## src/rtl/wave_channel_scheduler.sv

```systemverilog
// Time-shares one CORDIC sine datapath among N_CH tone channels, one job per enabled channel per tick.
// Optional WAIT watchdog is enabled by defining WAVE_SCHED_TIMEOUT_EN.
module wave_channel_scheduler #(
  parameter int unsigned N_FRAC  = 7,
  parameter int unsigned N_CH    = 4,
  parameter int unsigned TIMEOUT = 31
) (
  input  logic                        clk_i,
  input  logic                        rst_i,
  input  logic                        sample_tick_i,
  input  logic [N_CH-1:0]             ch_enable_i,
  input  logic                        cfg_we_i,
  input  logic [2:0]                  cfg_ch_i,
  input  logic [N_FRAC:0]             cfg_phase_inc_i,
  input  logic [N_FRAC:0]             cfg_amplitude_i,
  input  logic                        cfg_phase_clr_i,
  input  logic                        overrun_clr_i,
  output logic [N_FRAC:0]             dp_phase_o,
  output logic [N_FRAC:0]             dp_amplitude_o,
  output logic                        dp_start_strobe_o,
  input  logic [N_FRAC:0]             dp_data_i,
  input  logic                        dp_valid_strobe_i,
  output logic [N_CH*(N_FRAC+1)-1:0]  ch_data_o,
  output logic                        frame_done_strobe_o,
  output logic                        busy_o,
  output logic                        overrun_o,
  output logic                        timeout_o
);

  localparam int unsigned W  = N_FRAC + 1;
  localparam int unsigned PW = $clog2(N_CH);

  localparam logic [1:0] StIdle  = 2'd0;
  localparam logic [1:0] StIssue = 2'd1;
  localparam logic [1:0] StWait  = 2'd2;
  localparam logic [1:0] StDone  = 2'd3;

  if (N_CH < 2 || N_CH > 8) begin : g_bad_n_ch
    $error("wave_channel_scheduler: N_CH must be in 2..8");
  end
  if (TIMEOUT < 1) begin : g_bad_timeout
    $error("wave_channel_scheduler: TIMEOUT must be at least 1");
  end

  logic [1:0]    state_q, state_d;
  logic [N_CH-1:0] en_q, en_d;
  logic [PW-1:0] ptr_q, ptr_d;
  logic [W-1:0]  acc_q  [N_CH];
  logic [W-1:0]  acc_d  [N_CH];
  logic [W-1:0]  inc_q  [N_CH];
  logic [W-1:0]  inc_d  [N_CH];
  logic [W-1:0]  amp_q  [N_CH];
  logic [W-1:0]  amp_d  [N_CH];
  logic [W-1:0]  data_q [N_CH];
  logic [W-1:0]  data_d [N_CH];
  logic [W-1:0]  phase_q, phase_d;
  logic [W-1:0]  ampl_q, ampl_d;
  logic          overrun_q, overrun_d;

  logic [PW-1:0] first_idx, next_idx;
  logic          next_found;
  logic          advance;

`ifdef WAVE_SCHED_TIMEOUT_EN
  localparam int unsigned CW = $clog2(TIMEOUT + 1);
  logic [CW-1:0] wait_cnt_q, wait_cnt_d;
  logic          timeout_q, timeout_d;
  logic          wait_expired;

  assign wait_expired = (wait_cnt_q == CW'(TIMEOUT - 1));
`endif

  // Priority encoders: lowest enabled channel at frame start, and next enabled one above ptr.
  always_comb begin
    first_idx  = '0;
    next_idx   = '0;
    next_found = 1'b0;
    for (int i = int'(N_CH) - 1; i >= 0; i--) begin
      if (ch_enable_i[i]) first_idx = PW'(i);
      if (en_q[i] && (i > int'(ptr_q))) begin
        next_idx   = PW'(i);
        next_found = 1'b1;
      end
    end
  end

  always_comb begin
    state_d   = state_q;
    en_d      = en_q;
    ptr_d     = ptr_q;
    phase_d   = phase_q;
    ampl_d    = ampl_q;
    overrun_d = overrun_q;
    advance   = 1'b0;
    for (int c = 0; c < int'(N_CH); c++) begin
      acc_d[c]  = acc_q[c];
      inc_d[c]  = inc_q[c];
      amp_d[c]  = amp_q[c];
      data_d[c] = data_q[c];
    end
`ifdef WAVE_SCHED_TIMEOUT_EN
    wait_cnt_d = wait_cnt_q;
    timeout_d  = timeout_q;
    if (overrun_clr_i) timeout_d = 1'b0;
`endif
    if (overrun_clr_i) overrun_d = 1'b0;
    if (sample_tick_i && (state_q != StIdle)) overrun_d = 1'b1;

    unique case (state_q)
      StIdle: begin
        if (sample_tick_i) begin
          en_d    = ch_enable_i;
          ptr_d   = first_idx;
          state_d = (|ch_enable_i) ? StIssue : StDone;
        end
      end
      StIssue: begin
        phase_d       = acc_q[ptr_q];
        ampl_d        = amp_q[ptr_q];
        acc_d[ptr_q]  = acc_q[ptr_q] + inc_q[ptr_q];
        state_d       = StWait;
`ifdef WAVE_SCHED_TIMEOUT_EN
        wait_cnt_d    = '0;
`endif
      end
      StWait: begin
        if (dp_valid_strobe_i) begin
          data_d[ptr_q] = dp_data_i;
          advance       = 1'b1;
        end
`ifdef WAVE_SCHED_TIMEOUT_EN
        else if (wait_expired) begin
          timeout_d = 1'b1;
          advance   = 1'b1;
        end else begin
          wait_cnt_d = wait_cnt_q + 1'b1;
        end
`endif
        if (advance) begin
          if (next_found) begin
            ptr_d   = next_idx;
            state_d = StIssue;
          end else begin
            state_d = StDone;
          end
        end
      end
      StDone:  state_d = StIdle;
      default: state_d = StIdle;
    endcase

    // Applied after the ISSUE accumulate so a same-cycle phase clear wins.
    for (int c = 0; c < int'(N_CH); c++) begin
      if (cfg_we_i && (int'(cfg_ch_i) == c)) begin
        inc_d[c] = cfg_phase_inc_i;
        amp_d[c] = cfg_amplitude_i;
        if (cfg_phase_clr_i) acc_d[c] = '0;
      end
    end
  end

  always_ff @(posedge clk_i or posedge rst_i) begin
    if (rst_i) begin
      state_q   <= StIdle;
      en_q      <= '0;
      ptr_q     <= '0;
      phase_q   <= '0;
      ampl_q    <= '0;
      overrun_q <= 1'b0;
      for (int c = 0; c < int'(N_CH); c++) begin
        acc_q[c]  <= '0;
        inc_q[c]  <= '0;
        amp_q[c]  <= '0;
        data_q[c] <= '0;
      end
    end else begin
      state_q   <= state_d;
      en_q      <= en_d;
      ptr_q     <= ptr_d;
      phase_q   <= phase_d;
      ampl_q    <= ampl_d;
      overrun_q <= overrun_d;
      for (int c = 0; c < int'(N_CH); c++) begin
        acc_q[c]  <= acc_d[c];
        inc_q[c]  <= inc_d[c];
        amp_q[c]  <= amp_d[c];
        data_q[c] <= data_d[c];
      end
    end
  end

`ifdef WAVE_SCHED_TIMEOUT_EN
  always_ff @(posedge clk_i or posedge rst_i) begin
    if (rst_i) begin
      wait_cnt_q <= '0;
      timeout_q  <= 1'b0;
    end else begin
      wait_cnt_q <= wait_cnt_d;
      timeout_q  <= timeout_d;
    end
  end
  assign timeout_o = timeout_q;
`else
  assign timeout_o = 1'b0;
`endif

  // Phase/amplitude are live during ISSUE and hold the last issued job otherwise.
  assign dp_start_strobe_o   = (state_q == StIssue);
  assign dp_phase_o          = dp_start_strobe_o ? acc_q[ptr_q] : phase_q;
  assign dp_amplitude_o      = dp_start_strobe_o ? amp_q[ptr_q] : ampl_q;
  assign frame_done_strobe_o = (state_q == StDone);
  assign busy_o              = (state_q != StIdle);
  assign overrun_o           = overrun_q;

  for (genvar c = 0; c < N_CH; c++) begin : g_ch_data
    assign ch_data_o[c*W +: W] = data_q[c];
  end

endmodule

```

## config.mk

```make
export PLATFORM = sky130hd
export DESIGN_NAME = wave_channel_scheduler
export DESIGN_NICKNAME = d
export VERILOG_FILES = /design/src/rtl/wave_channel_scheduler.sv
export SDC_FILE = /design/constraint.sdc
export NUM_CORES = 1
export LEC_CHECK = 0
export CAP_MARGIN = 0
export CORE_MARGIN = 2
export CORE_UTILIZATION = 50
export CTS_CLUSTER_SIZE = 16
export DETAILED_ROUTE_END_ITERATION = 7
export PLACE_DENSITY_LB_ADDON = 0.12
export SYNTH_ARGS = -nofsm -noshare
export SYNTH_HDL_FRONTEND = slang
export SYNTH_SLANG_ARGS = --single-unit
```

## constraint.sdc

```tcl
create_clock -name clk_i -period 13.5 [get_ports clk_i]
set_input_delay 2.025 -clock clk_i [delete_from_list [all_inputs] [get_ports clk_i]]
set_output_delay 2.025 -clock clk_i [all_outputs]
set_load 0.02 [all_outputs]
```

======== Word-level counts from Yosys, hierarchy flattened ========
Cells that the tools add are included.
word-level totals
  bits in registers ....................... 153
  input port bits ......................... 38
  output and inout bits ................... 53
  logic and storage cells ................. 104
cells by class
  $add $sub $neg .......................... 1
  magnitude comparators ................... 5
  equality and inequality tests ........... 9
  mux-type cells .......................... 47
  bitwise logic cells ..................... 1
  reductions and logical operators ........ 19
operators by type and width
  kind                                                        number
  two-way mux 8 bit                                           17
  bitwise mux 32 bit                                          2
  binary-select mux 8 bit (select 2 bit)                      3
  two-way mux 32 bit                                          1
  two-way mux 2 bit                                           14
  demux 8 bit (select 2 bit)                                  1
  logical AND 1 bit                                           9
  adder 8 bit                                                 1
  one-hot mux 2 bit (4 select lines)                          1
  two-way mux 1 bit                                           7
  equality test 3 bit, second input constant                  2
  != test 2 bit, second input constant                        3
  AND reduction 2 bit                                         3
  nonzero test 2 bit                                          3
  equality test 2 bit, second input constant                  2
  greater-than comparator 2 bit, first input constant         2
  one-hot mux 2 bit (2 select lines)                          1
  AND reduction 4 bit                                         1
  OR reduction 4 bit                                          1
  equality test 3 x 2 -> 1 bit, second input constant         1
  >= comparator 3 bit, second input constant                  1
  zero test 3 bit                                             1
  less-than comparator 3 x 1 -> 1 bit, second input constant  1
  inverter 2 -> 3 bit                                         1
  other kinds (3)                                             3

======== Depth between registers and ports, before layout ========
Gate-level depths: netlist (run 1).
  depth in word-level cells ............... 9
  mapped depth ............................ 11
  depth with buffers taken out ............ 8

======== Worst setup path before layout (run 1) ========
No wires, ideal clock.
  path type ............................... reg-to-output
  start point ............................. reg state_q[1]
  end point ............................... out dp_amplitude_o[0]
  data arrival time ....................... 1.634 ns
  data required time ...................... 11.475 ns
  setup slack ............................. 9.841 ns
  stages on the path, launching flop included .. 7
  buffers on the path ..................... 2
  cells stage by stage .................... dfrtp_1 nand2b_1 inv_1 clkbuf_1 clkbuf_1 nand2_1 nand2_1
on the way
  longest elaborated chain between the ends .. 2
ends and longest elaborated chain
  item                          RTL line  RTL
  from (decl)                   45        logic [1:0] state_q, state_d;
  from (signal assigned)        164       state_q <= StIdle;
  from (signal assigned)        177       state_q <= state_d;
  equality test 2 x 1 -> 1 bit  208       assign dp_start_strobe_o = (state_q == StIssue);
  via dp_start_strobe_o         20        output logic dp_start_strobe_o,
  two-way mux 8 bit             210       assign dp_amplitude_o = dp_start_strobe_o ? amp_q[ptr_q] : ampl_q;
  to (decl)                     19        output logic [N_FRAC:0] dp_amplitude_o,
The timed path passes the listed nets, and every way through them passes these cells.

======== Worst setup path after layout (run 1) ========
  start point ............................. reg state_q[1]
  end point ............................... out dp_amplitude_o[2]
on the way
  longest elaborated chain between the ends .. 2
ends and longest elaborated chain
  item                          RTL line
  equality test 2 x 1 -> 1 bit  208
  two-way mux 8 bit             210
Every way passes these cells.

==> summary.md, run 1 <==
| Metric | Value |
|---|---|
| Status | completed |
| Core outline area | 13300 µm² |
| Unrepaired setup endpoints after global routing | no |
| Library cell contributing the largest single delay on the critical path | sky130_fd_sc_hd__inv_1 |
| Worst hold start | phase_q[5] |
| Largest cells by area after synthesis | sky130_fd_sc_hd__dfrtp_1, sky130_fd_sc_hd__mux2_2, sky130_fd_sc_hd__mux4_2, sky130_fd_sc_hd__nand2_1, sky130_fd_sc_hd__a21oi_1 |
| Count of endpoints failing hold in the final timing report | 0 |
| Warning count from the yosys run | 0 |
| Post-Synthesis Net Count | 575 |
| Sum of routed wire length over all layers | 15400 µm |
| TNS Setup | 0 ps |
| Final setup violation count | 0 |
| Total number of placement rows | 42 |
| H-tree depth | 4 |
| Clock latency on the worst-skew pair | 430 ps |
| Die outline height | 121 µm |
| Buffers plus inverters on the worst setup path | 3 |
| Remaining number of nets flagged by the antenna check after routing | 0 |
| Async set or reset register ratio after synthesis | 100% |
| DR pass1 iterations | 5 |
| Most common library cells after synthesis | sky130_fd_sc_hd__dfrtp_1, sky130_fd_sc_hd__mux2_2, sky130_fd_sc_hd__nand2_1, sky130_fd_sc_hd__a21oi_1, sky130_fd_sc_hd__mux4_2 |
| Beginning of the worst register-to-register path | ptr_q[0] |
| GRT met1 Usage | 30.1% |
| Worst EP arrival | 2820 ps |
| Max-slew headroom | 43.5% |
| Initial antenna violation count | 0 |
| Hold-fix buffer count after cts | 0 |
| Maximum net fanout on the critical path | 21 |
| Capture point of the worst reg-to-reg path | acc_q[6] |
| Die Wd | 121 µm |
| Library cell with the largest summed area after synthesis | sky130_fd_sc_hd__dfrtp_1 |
| Crit path required time | 11480 ps |
| Synth-to-layout area growth | 25.2% |
| Synth unique cells | 47 |
| Clock tree from TritonCTS | yes |
| Time the worst path needs with I/O delays and setup | 4840 ps |
| Vias in the first global route | 4866 |
| Detailed-route vias per instance | 5.64 |
| Worst Reg2Reg Path Length in Cells | 9 |
| Number of synthesized register bits | 152 |
| Fraction of layout cells with a size suffix above 1 | 27.2% |
| Transition time of the tightest slew-check pin | 846 ps |
| Delay-heaviest family, CP | buffers and inverters |
| Clock-pin slew of the registers on the worst-case setup and hold paths | 60 ps |
| # clock sinks | 152 |
| Summed area of non-filler cells in the final layout | 8530 µm² |
| Routed length per placed instance | 19.0 µm |
| Most numerous cell in the Yosys netlist | sky130_fd_sc_hd__dfrtp_1 |
| Count of input and output buffers | 89 |
| Hold Path Sink | phase_q[5] |
| Post-place instance area | 7920 µm² |
| Number of buffers added by the clock tree synthesis step | 17 |
| Pin count of the biggest net entering global routing | 91 |
| Global router's overall resource usage | 22.9% |
| Critical Path Max Stage Delay | 650 ps |
| Ys flop type | sky130_fd_sc_hd__dfrtp_1 |
| Cell-by-cell trace of the critical path | nand2b_1 > buf_4 > inv_1 > nand2_1 > nand2_1 > clkdlybuf4s50_1 |
| I/O pin total | 91 |
| Setup skew after layout | 8.05 ps |
| Critical path class | flip-flop to primary output |
| Buffer type at the clock tree root | sky130_fd_sc_hd__clkbuf_16 |
| Proportion of synthesized chip area in sequential cells | 55.9% |
| Netlist Area Pre-Place | 6810 µm² |
| Maximum vdd drop | 152 µV |
| Fmax achieved | 0.207 GHz |
| Leakage dissipation | 3.64 nW |
| EDFF count, synth | 0 |
| Number of cells on the worst hold path | 2 |
| Die area | 14600 µm² |
| Met2 layer usage reported by global route | 37.9% |
| Total number of nets in the final design | 669 |
| Residual overflow from global routing | 0 |
| Max_cap viols | 0 |
| Number of antenna cells inserted | 0 |
| Number of pins with negative max-slew slack in the final report | 0 |
| Power per standard cell area | 253 nW/µm² |
| Global-route wire length before repair | 25300 µm |
| Starting density of the core | 51.2% |
| Detail Placement HPWL | 10100 µm |
| Final weighted congestion in routability-driven placement | 0.805 |
| Crit path top cell by count | sky130_fd_sc_hd__nand2_1 |
| Total number of vias | 4582 |
| Reg-to-reg setup timing slack | 9950 ps |
| Fraction of the cycle the final worst path needs | 35.9% |
| Worst setup EP type | primary output |
| Nature of the critical path startpoint | flip-flop |
| Post-Syn Instances | 529 |
| Most Used Layer, Global Route | met2 |
| Clock buffer depth | 2 |
| DRC violation count after routing | 0 |
| Area share of the leading cell type in the synthesized netlist | 55.9% |
| Average cell area after synthesis | 12.9 µm² |
| Post CTS Setup Buffer Count | 0 |
| Fraction of met3 tracks used by global routing | 5.14% |
| Path category of the worst min-delay check | flip-flop to flip-flop |
| Post-CTS resize count | 0 |
| Detailed router's first-iteration violation count | 348 |
## how the worst max path moves through the flow
stage	cells past startpoint	slack, ps	endpoint	startpoint
floorplan	1	7380	acc_q[0]	rst_i
global placement	5	9100	dp_phase_o[7]	ptr_q[0]
detailed placement	5	9080	dp_phase_o[7]	ptr_q[0]
CTS	5	8620	dp_phase_o[7]	ptr_q[0]
global route	6	8480	dp_amplitude_o[4]	state_q[1]
finish	6	8660	dp_amplitude_o[2]	state_q[1]
## cells by family after synthesis
kind of cell	Yosys count	share of synthesized area, %
xor gates and xnor gates	6	0.772
adders and majority gates	8	1.58
and+or+nand+nor	152	10.2
DFF	152	55.9
other	1	0.0551
AOI/OAI and AO/OA	56	5.13
muxes	123	24.3
buffers and inverters	31	2.09
## cell usage in the layout, fill, tap and decap left out, types with 3 or more instances in the layout
cell and n:
sky130_fd_sc_hd__bufinv_16 3, sky130_fd_sc_hd__and2_1 3, sky130_fd_sc_hd__inv_6 5, sky130_fd_sc_hd__mux2_2 98, sky130_fd_sc_hd__mux4_2 24, sky130_fd_sc_hd__clkdlybuf4s50_1 89
sky130_fd_sc_hd__a211oi_1 9, sky130_fd_sc_hd__dfrtp_1 151, sky130_fd_sc_hd__nor2_2 3, sky130_fd_sc_hd__inv_1 8, sky130_fd_sc_hd__nor2_1 19, sky130_fd_sc_hd__xnor2_1 4
sky130_fd_sc_hd__nand2_1 94, sky130_fd_sc_hd__nand3b_1 5, sky130_fd_sc_hd__ha_1 7, sky130_fd_sc_hd__o31ai_1 5, sky130_fd_sc_hd__clkinvlp_4 3, sky130_fd_sc_hd__buf_4 8
sky130_fd_sc_hd__nor2b_1 3, sky130_fd_sc_hd__nand2b_1 6, sky130_fd_sc_hd__a21oi_1 25, sky130_fd_sc_hd__o21ai_0 6, sky130_fd_sc_hd__nand3_1 5, sky130_fd_sc_hd__clkbuf_16 17
## registers in the layout, summed over array words and instances (netlist names)
name	count
ch_data_o	32
state_q	2
amp_q	32
en_q	3
overrun_o	1
phase_q	8
ptr_q	2
ampl_q	8
inc_q	32
acc_q	32
## routing by layer
layer / share of wire (%) / vias up
met4: 1.6 / 0
met2: 52 / 113
li1: - / 2060
met5: 0 / -
met1: 43 / 2388
met3: 4.2 / 21
## report_power, final
group | internal, mW | switching [mW]
Combinational | 0.456 | 0.503
Sequential | 0.618 | 0.0934
Clock | 0.297 | 0.191
Total | 1.37 | 0.788
## tightest hold or removal path, cell delays in order (launching register included)
cell                      delay (ps)
sky130_fd_sc_hd__dfrtp_1         320
sky130_fd_sc_hd__nand2_1          40
sky130_fd_sc_hd__nand2_1          70
## per-stage QoR
step           power (mW)  utilization [%]  hold slack, ps  cells  setup slack (ps)
6_report             2.16             64.1             473    812              8660
5_1_grt              2.29             64.1             501    812              8480
4_1_cts              2.17             64.1             478    812              8620
3_5_place_dp         1.67             59.5             458    780              9080
3_3_place_gp         1.65             59.5             459    780              9100
2_1_floorplan        1.34                -             474    529              7380
## layout make-up
| cell class | instances | area [µm²] |
|---|---|---|
| flip-flops and latches | 152 | 3800 |
| well taps | 176 | 220 |
| fillers | 994 | 4770 |
| repair buffers | 97 | 951 |
| inverters | 9 | 38.8 |
| clock inverters | 13 | 166 |
| clock buffers | 19 | 443 |
| multi-input cells | 346 | 2900 |
Power figures use the tool's default switching activity.
==> run 2, diff against run 1 <==
clock period = 4.46 ns   (was 13.5 ns; I/O delays follow)
==> run 2 against run 1 <==
Net effect: critical path depth down 1; largest power group unchanged; power rose to 3.0 times the previous value; clock skew about the same; flip-flop and latch count unchanged; combinational power rose to 3.0 times the previous value; largest cell class unchanged; cell area about the same; sequential share of layout area about the same; die area unchanged; global-route usage about the same.
==> summary.md, run 2 (synthesized netlist as in run 1, its figures left out) <==
| Metric | Value |
|---|---|
| Status | completed |
| Detail Placement HPWL | 9950 µm |
| Detailed router's first-iteration violation count | 293 |
| Path category of the worst min-delay check | flip-flop to flip-flop |
| Count of input and output buffers | 89 |
| Die area | 14600 µm² |
| Clock buffer depth | 2 |
| Buffer type at the clock tree root | sky130_fd_sc_hd__clkbuf_16 |
| Nature of the critical path startpoint | flip-flop |
| Time the worst path needs with I/O delays and setup | 3560 ps |
| Capture point of the worst reg-to-reg path | acc_q[6] |
| Unrepaired setup endpoints after global routing | no |
| Clock tree from TritonCTS | yes |
| Clock-pin slew of the registers on the worst-case setup and hold paths | 60 ps |
| Remaining number of nets flagged by the antenna check after routing | 0 |
| Number of inserted filler cells in the final layout | 1008 |
| Number of pins with negative max-slew slack in the final report | 0 |
| Share of total power in the clock network | 22.0% |
| DR pass1 iterations | 5 |
| Area of the multi-input gates | 2900 µm² |
| Post CTS Setup Buffer Count | 0 |
| Count of endpoints failing hold in the final timing report | 0 |
| Worst EP arrival | 2890 ps |
| Pin count of the biggest net entering global routing | 153 |
| Max-slew headroom | 38.7% |
| Sum of routed wire length over all layers | 15200 µm |
| # clock sinks | 152 |
| Initial antenna violation count | 0 |
| Starting density of the core | 51.2% |
| Sequential cell area | 3800 µm² |
| TNS Setup | 0 ps |
| CP Launch Point | ptr_q[0] |
| Final setup violation count | 0 |
| Critical path class | flip-flop to primary output |
| Maximum vdd drop | 496 µV |
| Crit path required time | 3790 ps |
| Vias in the first global route | 4836 |
| Leakage dissipation | 3.65 nW |
| Fraction of the cycle the final worst path needs | 79.7% |
| Post-Place Cells | 780 |
| Transition time of the tightest slew-check pin | 919 ps |
| Die Wd | 121 µm |
| Beginning of the worst register-to-register path | ptr_q[1] |
| Die outline height | 121 µm |
| Core outline area | 13300 µm² |
| Share of total power in sequential cells | 33.5% |
| Most frequent cells in the layout | sky130_fd_sc_hd__dfrtp_1, sky130_fd_sc_hd__mux2_2, sky130_fd_sc_hd__nand2_1, sky130_fd_sc_hd__clkdlybuf4s50_1, sky130_fd_sc_hd__a21oi_1 |
| Worst setup EP type | primary output |
| Residual overflow from global routing | 0 |
| Maximum net fanout on the critical path | 19 |
| Sw frac | 36.9% |
| Clock latency on the worst-skew pair | 430 ps |
| Global router's overall resource usage | 22.9% |
| Total number of placement rows | 42 |
| Synth-to-layout area growth | 25.2% |
| Hold-fix buffer count after cts | 0 |
| H-tree depth | 4 |
| Setup skew after layout | 7.98 ps |
| Worst Reg2Reg Path Length in Cells | 8 |
| Final weighted congestion in routability-driven placement | 0.955 |
| Routed length per placed instance | 18.7 µm |
| Fmax achieved | 0.281 GHz |
| Most frequent standard cell in the layout excluding fill and tap cells | sky130_fd_sc_hd__dfrtp_1 |
| Fraction of layout cells with a size suffix above 1 | 27.4% |
| I/O pin total | 91 |
| Reg-to-reg setup timing slack | 1170 ps |
| Global-route wire length before repair | 25000 µm |
| Gate power share | 44.5% |
| Max_cap viols | 0 |
| DRC violation count after routing | 0 |
| Post-CTS resize count | 0 |
| Power per standard cell area | 763 nW/µm² |
| Internal Pwr Total | 4.11 mW |
| Detailed-route vias per instance | 5.54 |
| Total number of nets in the final design | 669 |
| Worst hold start | ampl_q[7] |
| Switch Pwr | 2.40 mW |
| Non-filler cells, final | 812 |
| Total number of vias | 4496 |
| Number of buffers added by the clock tree synthesis step | 17 |
| Critical path capture point | dp_phase_o[7] |
| Number of antenna cells inserted | 0 |
==> run 2: cell count changes in the layout (fill, tap and decap cells not counted), sizes merged <==
cell / change
bufinv: -1
clkinv: +4
clkinvlp: -1
inv: -2
==> run 2: worst min-delay path by stage <==
stage	depth (start not counted)	slack (ps)	end
after global routing	2	490	ampl_q[4]
after floorplan	1	470	amp_q[0]
after global placement	2	450	ampl_q[3]
after CTS	2	470	ampl_q[4]
after detailed placement	2	460	ampl_q[4]
final	2	470	ampl_q[7]
==> run 2: critical path, cell delays in order (launching register included) <==
cell	delay, ps
sky130_fd_sc_hd__dfrtp_2	770
sky130_fd_sc_hd__buf_4	380
sky130_fd_sc_hd__mux4_2	570
sky130_fd_sc_hd__nand2_1	90
sky130_fd_sc_hd__nand2_1	80
sky130_fd_sc_hd__clkdlybuf4s50_1	550
==> run 2: routing by layer <==
| metal | vias to the layer above | GRT usage [%] | wire [µm] | part of all wire [%] |
|---|---|---|---|---|
| li1 | 2073 | - | - | - |
| met1 | 2296 | 29.7 | 6530 | 43 |
| met2 | 103 | 36.6 | 7520 | 50 |
| met3 | 24 | 5.99 | 800 | 5.3 |
| met4 | 0 | 9.96 | 308 | 2.0 |
| met5 | - | 0 | 0 | 0 |
==> run 2: power by group through the flow <==
stage | combinational [mW] | sequential [mW] | clock, mW
after global placement | 2.84 | 2.18 | 0
final | 2.89 | 2.18 | 1.43
after detailed placement | 2.88 | 2.20 | 0
after CTS | 2.90 | 2.18 | 1.46
after floorplan | 1.82 | 2.24 | 0
after global routing | 3.14 | 2.25 | 1.52
==> run 2: layout make-up <==
cell class / instances / area share, %
multi-input combinational: 346 / 34.0
tap: 176 / 2.58
timing repair buffer: 97 / 11.3
sequential: 152 / 44.6
clock buffer: 19 / 5.31
inverter: 9 / 0.440
clock inverter: 13 / 1.69
==> run 2: stage by stage <==
stage | instance area (µm²) | hold WS, ps | worst slack [ps] | util [%] | total power, mW
finish | 8520 | 471 | 904 | 64.1 | 6.51
global route | 8520 | 487 | 711 | 64.1 | 6.91
CTS | 8520 | 474 | 835 | 64.1 | 6.54
detailed placement | 7930 | 459 | 1220 | 59.6 | 5.08
global placement | 7930 | 453 | 1260 | 59.6 | 5.02
floorplan | 6810 | 474 | 1230 | - | 4.06
==> run 3, diff against run 2 <==
clock period = 3.6 ns   (was 4.46 ns; I/O delays follow)
==> run 3 against run 2 <==
Net effect: clock-buffer cell count rose by 3; wire length up 2.2%; critical path depth unchanged; register-to-register slack lost 760 ps; sequential power grew 22%; sequential share of layout area down 0.18 points; via count grew 0.69%; worst hold slack better by 0.94 ps; critical endpoint is now dp_amplitude_o[5]; highest routed layer unchanged.
==> summary.md, run 3 (synthesized netlist as in run 1, its figures left out) <==
| Metric | Value |
|---|---|
| Detailed-route vias per instance | 5.55 |
| Pre-CTS setup slack | 463 ps |
| Remaining number of nets flagged by the antenna check after routing | 0 |
| Final core utilization | 64.4% |
| Non-filler cells, final | 815 |
| Global router's overall resource usage | 22.7% |
| Synth-to-layout area growth | 25.7% |
| Worst EP arrival | 2700 ps |
| Clock-pin slew of the registers on the worst-case setup and hold paths | 70 ps |
| Sum of routed wire length over all layers | 15500 µm |
| Final setup violation count | 0 |
| Number of antenna cells inserted | 0 |
| Post-CTS resize count | 0 |
| Total number of nets in the final design | 672 |
| Post-place instance area | 7950 µm² |
| Time the worst path needs with I/O delays and setup | 3240 ps |
| Die area | 14600 µm² |
| Clock buffer depth | 2 |
| Setup skew after layout | 11.0 ps |
| Total number of vias | 4527 |
| Global-route wire length before repair | 25000 µm |
| DRC violation count after routing | 0 |
| Fmax achieved | 0.309 GHz |
| Number of buffers added by the clock tree synthesis step | 17 |
| Die outline height | 121 µm |
| Nature of the critical path startpoint | flip-flop |
| Status | completed |
| Number of inserted filler cells in the final layout | 1013 |
| Max-slew headroom | 41.9% |
| Clock latency on the worst-skew pair | 420 ps |
| Unrepaired setup endpoints after global routing | no |
| Transition time of the tightest slew-check pin | 870 ps |
| Most frequent standard cell in the layout excluding fill and tap cells | sky130_fd_sc_hd__dfrtp_1 |
| I/O pin total | 91 |
| Vias in the first global route | 4754 |
| Worst setup EP type | primary output |
| Routed length per placed instance | 19.0 µm |
| Fraction of layout cells with a size suffix above 1 | 27.2% |
| Clock tree from TritonCTS | yes |
| # clock sinks | 152 |
| Pin count of the biggest net entering global routing | 153 |
| Leakage dissipation | 3.66 nW |
| Path category of the worst min-delay check | flip-flop to flip-flop |
| Power, Total | 8.13 mW |
| Final hold slack | 471 ps |
| Core outline area | 13300 µm² |
| DR pass1 iterations | 5 |
| Maximum vdd drop | 578 µV |
| Post-Place Cells | 783 |
| TNS Setup | 0 ps |
| Count of endpoints failing hold in the final timing report | 0 |
| Summed area of non-filler cells in the final layout | 8560 µm² |
| Critical path class | flip-flop to primary output |
| Power per standard cell area | 950 nW/µm² |
| Number of pins with negative max-slew slack in the final report | 0 |
| H-tree depth | 4 |
| Final weighted congestion in routability-driven placement | 0.905 |
| Detail Placement HPWL | 10200 µm |
| Max_cap viols | 0 |
| Crit path required time | 3060 ps |
| Post CTS Setup Buffer Count | 0 |
| Hold-fix buffer count after cts | 0 |
| Count of input and output buffers | 89 |
| Total number of placement rows | 42 |
| Final Worst Setup Slack | 363 ps |
| Fraction of the cycle the final worst path needs | 89.9% |
| Detailed router's first-iteration violation count | 258 |
| Buffer type at the clock tree root | sky130_fd_sc_hd__clkbuf_16 |
| Maximum net fanout on the critical path | 18 |
| Die Wd | 121 µm |
| Initial antenna violation count | 0 |
| Residual overflow from global routing | 0 |
| Starting density of the core | 51.2% |
| Most frequent cells in the layout | sky130_fd_sc_hd__dfrtp_1, sky130_fd_sc_hd__mux2_2, sky130_fd_sc_hd__nand2_1, sky130_fd_sc_hd__clkdlybuf4s50_1, sky130_fd_sc_hd__a21oi_1 |
-- run 3: cell count changes in the layout (fill, tap and decap cells not counted), sizes merged --
cell and delta:
buf +3, inv -2, clkinvlp +2, clkinv -4, clkbuf +3, bufinv +1
-- run 3: metal layers --
metal / routed length, µm / share of wire (%) / GRT usage, % / up-vias
li1: - / - / - / 2074
met1: 6460 / 42 / 29.4 / 2338
met2: 8000 / 52 / 37.4 / 102
met3: 868 / 5.6 / 6.08 / 13
met4: 159 / 1.0 / 6.98 / 0
met5: 0 / 0 / 0 / -
-- run 3: power breakdown --
| part | internal [mW] | switching [mW] |
|---|---|---|
| clock network | 1.13 | 0.693 |
| registers | 2.32 | 0.351 |
| logic | 1.72 | 1.92 |
| total | 5.17 | 2.96 |
-- run 3: layout make-up --
type | count | area, µm² | share of cell area [%]
inverters | 9 | 37.5 | 0.439
repair buffers | 100 | 986 | 11.5
clock buffers | 22 | 464 | 5.42
well taps | 176 | 220 | 2.57
clock inverters | 10 | 144 | 1.68
flip-flops and latches | 152 | 3800 | 44.5
multi-input cells | 346 | 2900 | 33.9
-- run 3: worst paths after layout --
kind,slack [ps],to,from,depth (start not counted)
max reg2reg,410,acc_q[30],ptr_q[1],8
min,470,phase_q[7],phase_q[7],2
min in group asynchronous,640,amp_q[12],rst_i,3
max,360,dp_amplitude_o[5],ptr_q[1],5
max in group asynchronous,2260,ptr_q[0],rst_i,3
min reg2reg,470,phase_q[7],phase_q[7],2
-- run 3: worst max-delay path, cell delays in order (launching register included) --
cell	delay [ps]
sky130_fd_sc_hd__dfrtp_1	800
sky130_fd_sc_hd__buf_4	390
sky130_fd_sc_hd__mux4_2	350
sky130_fd_sc_hd__nand2_1	80
sky130_fd_sc_hd__nand2_1	90
sky130_fd_sc_hd__clkdlybuf4s50_1	550
